## config.mk

```make
export PLATFORM = sky130hd
export DESIGN_NAME = serial_pattern_detector
export DESIGN_NICKNAME = d
export VERILOG_FILES = /design/src/rtl/serial_pattern_detector.sv
export SDC_FILE = /design/constraint.sdc
export NUM_CORES = 1
export LEC_CHECK = 0
export CAP_MARGIN = 40
export CORE_MARGIN = 2
export CORE_UTILIZATION = 42
export CTS_CLUSTER_SIZE = 8
export DETAILED_ROUTE_END_ITERATION = 8
export GPL_ROUTABILITY_DRIVEN = 0
export PLACE_DENSITY_LB_ADDON = 0.2
export SLEW_MARGIN = 20
export SYNTH_ARGS = -nofsm -noshare
export SYNTH_HDL_FRONTEND = slang
export SYNTH_SLANG_ARGS = --single-unit
```

## constraint.sdc

```tcl
create_clock -name clk -period 1.4 [get_ports clk]
set_input_delay 0.21 -clock clk [delete_from_list [all_inputs] [get_ports clk]]
set_output_delay 0.21 -clock clk [all_outputs]
set_load 0.05 [all_outputs]
```

## src/rtl/serial_pattern_detector.sv

```systemverilog
// Serial pattern detector: shifts qualified bits into a window, pulses match on PATTERN and counts matches.
// Optional build macro SERIAL_PATTERN_DETECTOR_SATURATE_EN makes match_count saturate instead of wrap.
module serial_pattern_detector #(
  parameter int                   PATTERN_W = 4,
  parameter logic [PATTERN_W-1:0] PATTERN   = 4'b1011,
  parameter int                   OVERLAP   = 1,
  parameter int                   CNT_W     = 8
) (
  input  logic                 clk,
  input  logic                 reset,
  input  logic                 clear,
  input  logic                 din_valid,
  input  logic                 din,
  output logic [PATTERN_W-1:0] shreg,
  output logic                 armed,
  output logic                 match,
  output logic [CNT_W-1:0]     match_count
);

  localparam int FILL_W = $clog2(PATTERN_W + 1);
  localparam logic [FILL_W-1:0] FILL_FULL = FILL_W'(PATTERN_W);
  localparam logic [FILL_W-1:0] FILL_LAST = FILL_W'(PATTERN_W - 1);

  typedef enum logic {
    FILL  = 1'b0,
    ARMED = 1'b1
  } state_t;

  state_t                 state_q, state_d;
  logic [PATTERN_W-1:0]   shreg_q, shreg_d;
  logic [FILL_W-1:0]      fill_q, fill_d;
  logic                   match_q, match_d;
  logic [CNT_W-1:0]       count_q, count_d;
  logic [PATTERN_W-1:0]   next_win;
  logic                   hit;

  function automatic logic [CNT_W-1:0] bump_count(input logic [CNT_W-1:0] c);
`ifdef SERIAL_PATTERN_DETECTOR_SATURATE_EN
    return (c == {CNT_W{1'b1}}) ? c : c + CNT_W'(1);
`else
    return c + CNT_W'(1);
`endif
  endfunction

  always_comb begin
    state_d  = state_q;
    shreg_d  = shreg_q;
    fill_d   = fill_q;
    match_d  = 1'b0;
    count_d  = count_q;
    next_win = {shreg_q[PATTERN_W-2:0], din};
    // fill >= PATTERN_W-1 means this accept completes a full window of fresh bits
    hit      = din_valid && (fill_q >= FILL_LAST) && (next_win == PATTERN);

    if (clear) begin
      state_d = FILL;
      shreg_d = '0;
      fill_d  = '0;
      count_d = '0;
    end else if (din_valid) begin
      shreg_d = next_win;
      fill_d  = (fill_q == FILL_FULL) ? fill_q : fill_q + FILL_W'(1);
      if (fill_d == FILL_FULL) state_d = ARMED;
      if (hit) begin
        match_d = 1'b1;
        count_d = bump_count(count_q);
        if (OVERLAP == 0) begin
          shreg_d = '0;
          fill_d  = '0;
          state_d = FILL;
        end
      end
    end
  end

  always_ff @(posedge clk) begin
    if (reset) begin
      state_q <= FILL;
      shreg_q <= '0;
      fill_q  <= '0;
      match_q <= 1'b0;
      count_q <= '0;
    end else begin
      state_q <= state_d;
      shreg_q <= shreg_d;
      fill_q  <= fill_d;
      match_q <= match_d;
      count_q <= count_d;
    end
  end

  assign shreg       = shreg_q;
  assign armed       = (state_q == ARMED);
  assign match       = match_q;
  assign match_count = count_q;

endmodule

```

# --- After elaboration in Yosys (flattened, before gate mapping) ---
# Index checks and enable logic that the tools add are counted.
totals:
  input_bits: 5
  reg_bits: 17
  word_cells: 20
  out_inout_bits: 14
classes:
  add_sub_neg: 2
  order_cmp: 1
  reduce_logical: 6
  bitwise_logic: 1
  mux: 2
  n_eq_ne: 3
op_table:
  columns: ["operator", "count"]
  rows:
  - ["$add 8x1->8 const B", 1]
  - ["$eq 3x3->1 const B", 2]
  - ["$eq 4x4->1 const B", 1]
  - ["$reduce_and 2->1", 2]
  - ["$add 3x1->3 const B", 1]
  - ["$ge 3x2->1 const B", 1]
  - ["$mux 3", 1]
  - ["$reduce_or 3->1", 1]
  - ["$logic_and 1x1->1", 2]
  - ["$reduce_or 2->1", 1]
  - ["$mux 1", 1]
  - ["$not 1->1", 1]

# --- Longest topological paths before layout ---
logic_depth:
  depth_word: 4
  mapped_depth: 6
  mapped_depth_nobuf: 6

# --- Least setup slack after synthesis ---
# OpenSTA, ideal clock, no wires.
synth_timing:
  kind: "register -> register"
  from: "register shreg_q[2] (netlist: shreg[2])"
  to: "register count_q[5] (netlist: match_count[5])"
  arrival_ns: 1.620
  setup_ns: 0.070
  setup_slack_ns: -0.290
  stages_incl_launch_ff: 5
  period_less_slack_ns: 1.690
  n_path_buf: 0
  required_ns: 1.330
  path_cell_list: "dfxtp_1 > and4b_4 > nand4_4 > or3_1 > a21oi_1"
synth_via:
  elab_chain_cells: 3
synth_rtl:
  columns: ["element", "line_no", "rtl"]
  rows:
  - ["start: declaration", "30", "logic [PATTERN_W-1:0] shreg_q, shreg_d;"]
  - ["start signal: assignment", "85", "shreg_q <= shreg_d;"]
  - ["$eq 4x4->1", "53", "hit = din_valid && (fill_q >= FILL_LAST) && (next_win == PATTERN);"]
  - ["$logic_and 1x1->1", "53", null]
  - ["$reduce_and 2->1 (no line)", null, null]
  - ["end signal: assignment", "88", "count_q <= count_d;"]
  - ["end: declaration", "33", "logic [CNT_W-1:0] count_q, count_d;"]
# No other way between the ends.
# A chain may end at the register's enable or synchronous reset.

# --- Worst setup path in the final report ---
layout_timing:
  from: "register fill_q[1]"
  to: "register count_q[1] (netlist: match_count[1])"
layout_via:
  elab_chain_cells: 4
layout_rtl:
  columns: ["element", "line_no", "rtl"]
  rows:
  - ["start: declaration", "31", "logic [FILL_W-1:0] fill_q, fill_d;"]
  - ["start signal: assignment", "86", "fill_q <= fill_d;"]
  - ["$ge 3x2->1", "53", null]
  - ["$logic_and 1x1->1 (2 in series)", "53", null]
  - ["$reduce_and 2->1 (no line)", null, null]
# No other way between the ends.

==> metrics.yaml <==
power:
  finalPower_uw: 812
  net-switching-power_uw: 187
  clock_power_share: 0.325
  swShare: 0.230
  p_int_uw: 625
  power_frac_comb: 0.074
  powerDensity_mw_per_mm2: 632
  total_leakage_power_uw: 0.000500
  pwr-share-seq: 0.601
  vdd_drop_max_v: 0.000564
setup_path:
  startpoint_type: "flop"
  end_kind: "flop"
  worstReg2RegEnd: "match_count[1]"
  r2r_slack_ns: -0.1
  rr_worst_depth: 7
  critPathArrivalTime_ns: 1.67
  path_class: "reg -> reg"
  r2r-start: "fill_q[1]"
  startpoint: "fill_q[1]"
  path_max_fanout: 3
  cp_data_required_time_ns: 1.57
final_layout:
  drive_gt1_frac: 0.398
  postLayoutCoreUtil: 0.736
  layout.nets: 123
  fin_cells: 138
  antenna_cells: 0
  area_growth_pct: 63.0
  fillCellCount: 130
die:
  die_h_um: 47.3
  rows: 15
  core_area_mm2: 0.00175
  start_util: 0.452
  dieArea_mm2: 0.00224
  die_w_um: 47.3
  ioPinCount: 19
worst_hold_path:
  hold_end: "match_count[3]"
  hold_path_class: "reg -> reg"
  hp-start: "match_count[3]"
  hold_depth: 2
synthesis:
  ys_async_sr_fraction: 0
  synth_seq_area_share: 0.432
  synth_largest_area_cell: "dfxtp_1"
  synth_nets: 93
  ys_types: 24
  synth_warnings: 0
  synth_area_leaders: "dfxtp_1 (43%), mux2i_1 (8.9%), ha_1 (6.3%), nor2_1 (5.2%), or3_1 (4.0%)"
  syn-instance-count: 84
  synth_area_um2: 788
  syn_avg_cell_area_um2: 9.38
  ys.flop_type: "dfxtp_1"
  synth-edff-count: 0
  ys_ff_latch: 17
  synthDominantCellAreaShare: 0.432
route:
  drt-total-wl_um: 1600
  ant_nets: 0
  wl_per_cell_um: 11.6
  drc: 0
  dr.pass1.iters: 4
  viasPerCell: 4.94
  drtIter0Drc: 9
  num_vias: 682
timing:
  slew_violations: 0
  setup_viol: 7
  timing.final.crit_share: 1.07
  max_freq_mhz: 669
  rsz0062_at_grt: "true"
  min_period_ns: 1.50
  setup_tns_ns: -0.483
  setup_ws_ns: -0.0951
  relSlewSlack: 0.774
  worstMarginPinSlew_ns: 0.339
  holdWs_ns: 0.532
  finalHoldViolCount: 0
  finClkSkew_ns: 0.00618
clock_tree:
  cts.sinks: 17
  cts_root_buffer: "clkbuf_4"
  cts_buffers: 3
  cts_tree: "done"
  clk_pin_slew_worst_paths_ns: 0.10
  htreeDepth: 1
  clk_latency_ns: 0.29
  clock_path_buffers: 2
  ctsHoldBuffers: 0
place:
  numPortBuffers: 18
  dp_hpwl_um: 1220
  placedCellCount: 133
grt:
  grt_pass1_wl_um: 2580
  grt_pass1_vias: 637
  grt_max_degree: 18
  grt.overflow.total: 0
  antenna_found_initial: 0
  grt_use_total: 0.165
flow_run:
  drv_cap: 0
status:
  violations: "negative setup slack"
  status: "complete, but fails checks"
[through the flow]
stage,setup slack (ns),instance area [um2]
detailed placement,-0.280,1240
CTS,-0.0828,1280
global placement,-0.242,1240
finish,-0.0951,1280
floorplan,-0.0146,840
global route,-0.159,1280
[sequential cells by signal, indices dropped and copies added (netlist names)]
| signal | flops |
|---|---|
| armed | 1 |
| match | 1 |
| fill_q | 3 |
| match_count | 8 |
| shreg | 4 |
[kinds of logic after synthesis]
kind of cell | count (synthesis) | synth area share
mux | 7 | 0.0889
simple gates | 31 | 0.240
xor+xnor | 3 | 0.0333
flops | 17 | 0.432
buf+inv | 8 | 0.0476
compound gates | 14 | 0.0952
fa+ha+maj | 4 | 0.0635
[final cells by class]
type                            count  area, um2  area share
Multi-Input combinational cell     59        448       0.349
Inverter                            5       18.8      0.0146
Tap cell                           25       31.3      0.0243
Sequential cell                    17        358       0.278
Timing Repair Buffer               28        403       0.314
Clock buffer                        4       26.3      0.0204
[cell usage in the layout, fill, tap and decap left out, types with 3 or more instances in the layout]
| cell type | count |
|---|---|
| mux2i_1 | 6 |
| buf_4 | 8 |
| clkbuf_4 | 3 |
| o21ai_0 | 5 |
| nor2_1 | 11 |
| buf_12 | 14 |
| or3_1 | 5 |
| dfxtp_1 | 7 |
| dfxtp_2 | 8 |
| inv_1 | 5 |
| clkdlybuf4s50_1 | 4 |
| a21oi_1 | 6 |
| nand2_1 | 4 |
[metal layers]
| metal | GRT usage | routed length [um] |
|---|---|---|
| met5 | 0 | 0 |
| met4 | 0.0833 | 21 |
| met3 | 0.0231 | 60 |
| met2 | 0.281 | 791 |
| met1 | 0.202 | 721 |
[worst max-delay path, stage by stage, from the launching register on]
cell and delay, ns:
dfxtp_2 0.35, ha_4 0.16, ha_4 0.15, a211o_4 0.29, nand3_4 0.09, buf_6 0.10
mux2i_2 0.19, nor2_1 0.05
[synth_stat cells, types with 2 or more instances]
| cell type | number |
|---|---|
| dfxtp_1 | 17 |
| nor2_1 | 11 |
| mux2i_1 | 7 |
| a21oi_1 | 6 |
| o21ai_0 | 6 |
| inv_1 | 5 |
| or3_1 | 5 |
| ha_1 | 4 |
| nand2_1 | 4 |
| clkbuf_1 | 2 |
| nand3_1 | 2 |
| nand4_1 | 2 |
| xor2_1 | 2 |
[worst max path at each step]
stage	to	slack (ns)
floorplan	match_count[6]	-0.01
global placement	match_count[6]	-0.24
detailed placement	match_count[6]	-0.28
CTS	match_count[4]	-0.08
global route	match_count[1]	-0.16
finish	match_count[1]	-0.1
[power by group through the flow]
stage | registers, uW | clock network, uW | logic (uW)
2_1_floorplan | 504 | 0 | 30.8
3_3_place_gp | 500 | 0 | 59.3
3_5_place_dp | 500 | 0 | 60.3
4_1_cts | 489 | 274 | 60.5
5_1_grt | 489 | 295 | 65.0
6_report | 489 | 264 | 60.1
[what timing repair did]
action / in CTS / in global routing
resized for setup: 3 / 1
endpoints found under the setup margin: 5 / 8
gates cloned: 0 / 0
setup buffers: 1 / 0
pin swaps: 2 / 1
(Power assumes the default switching activity.)
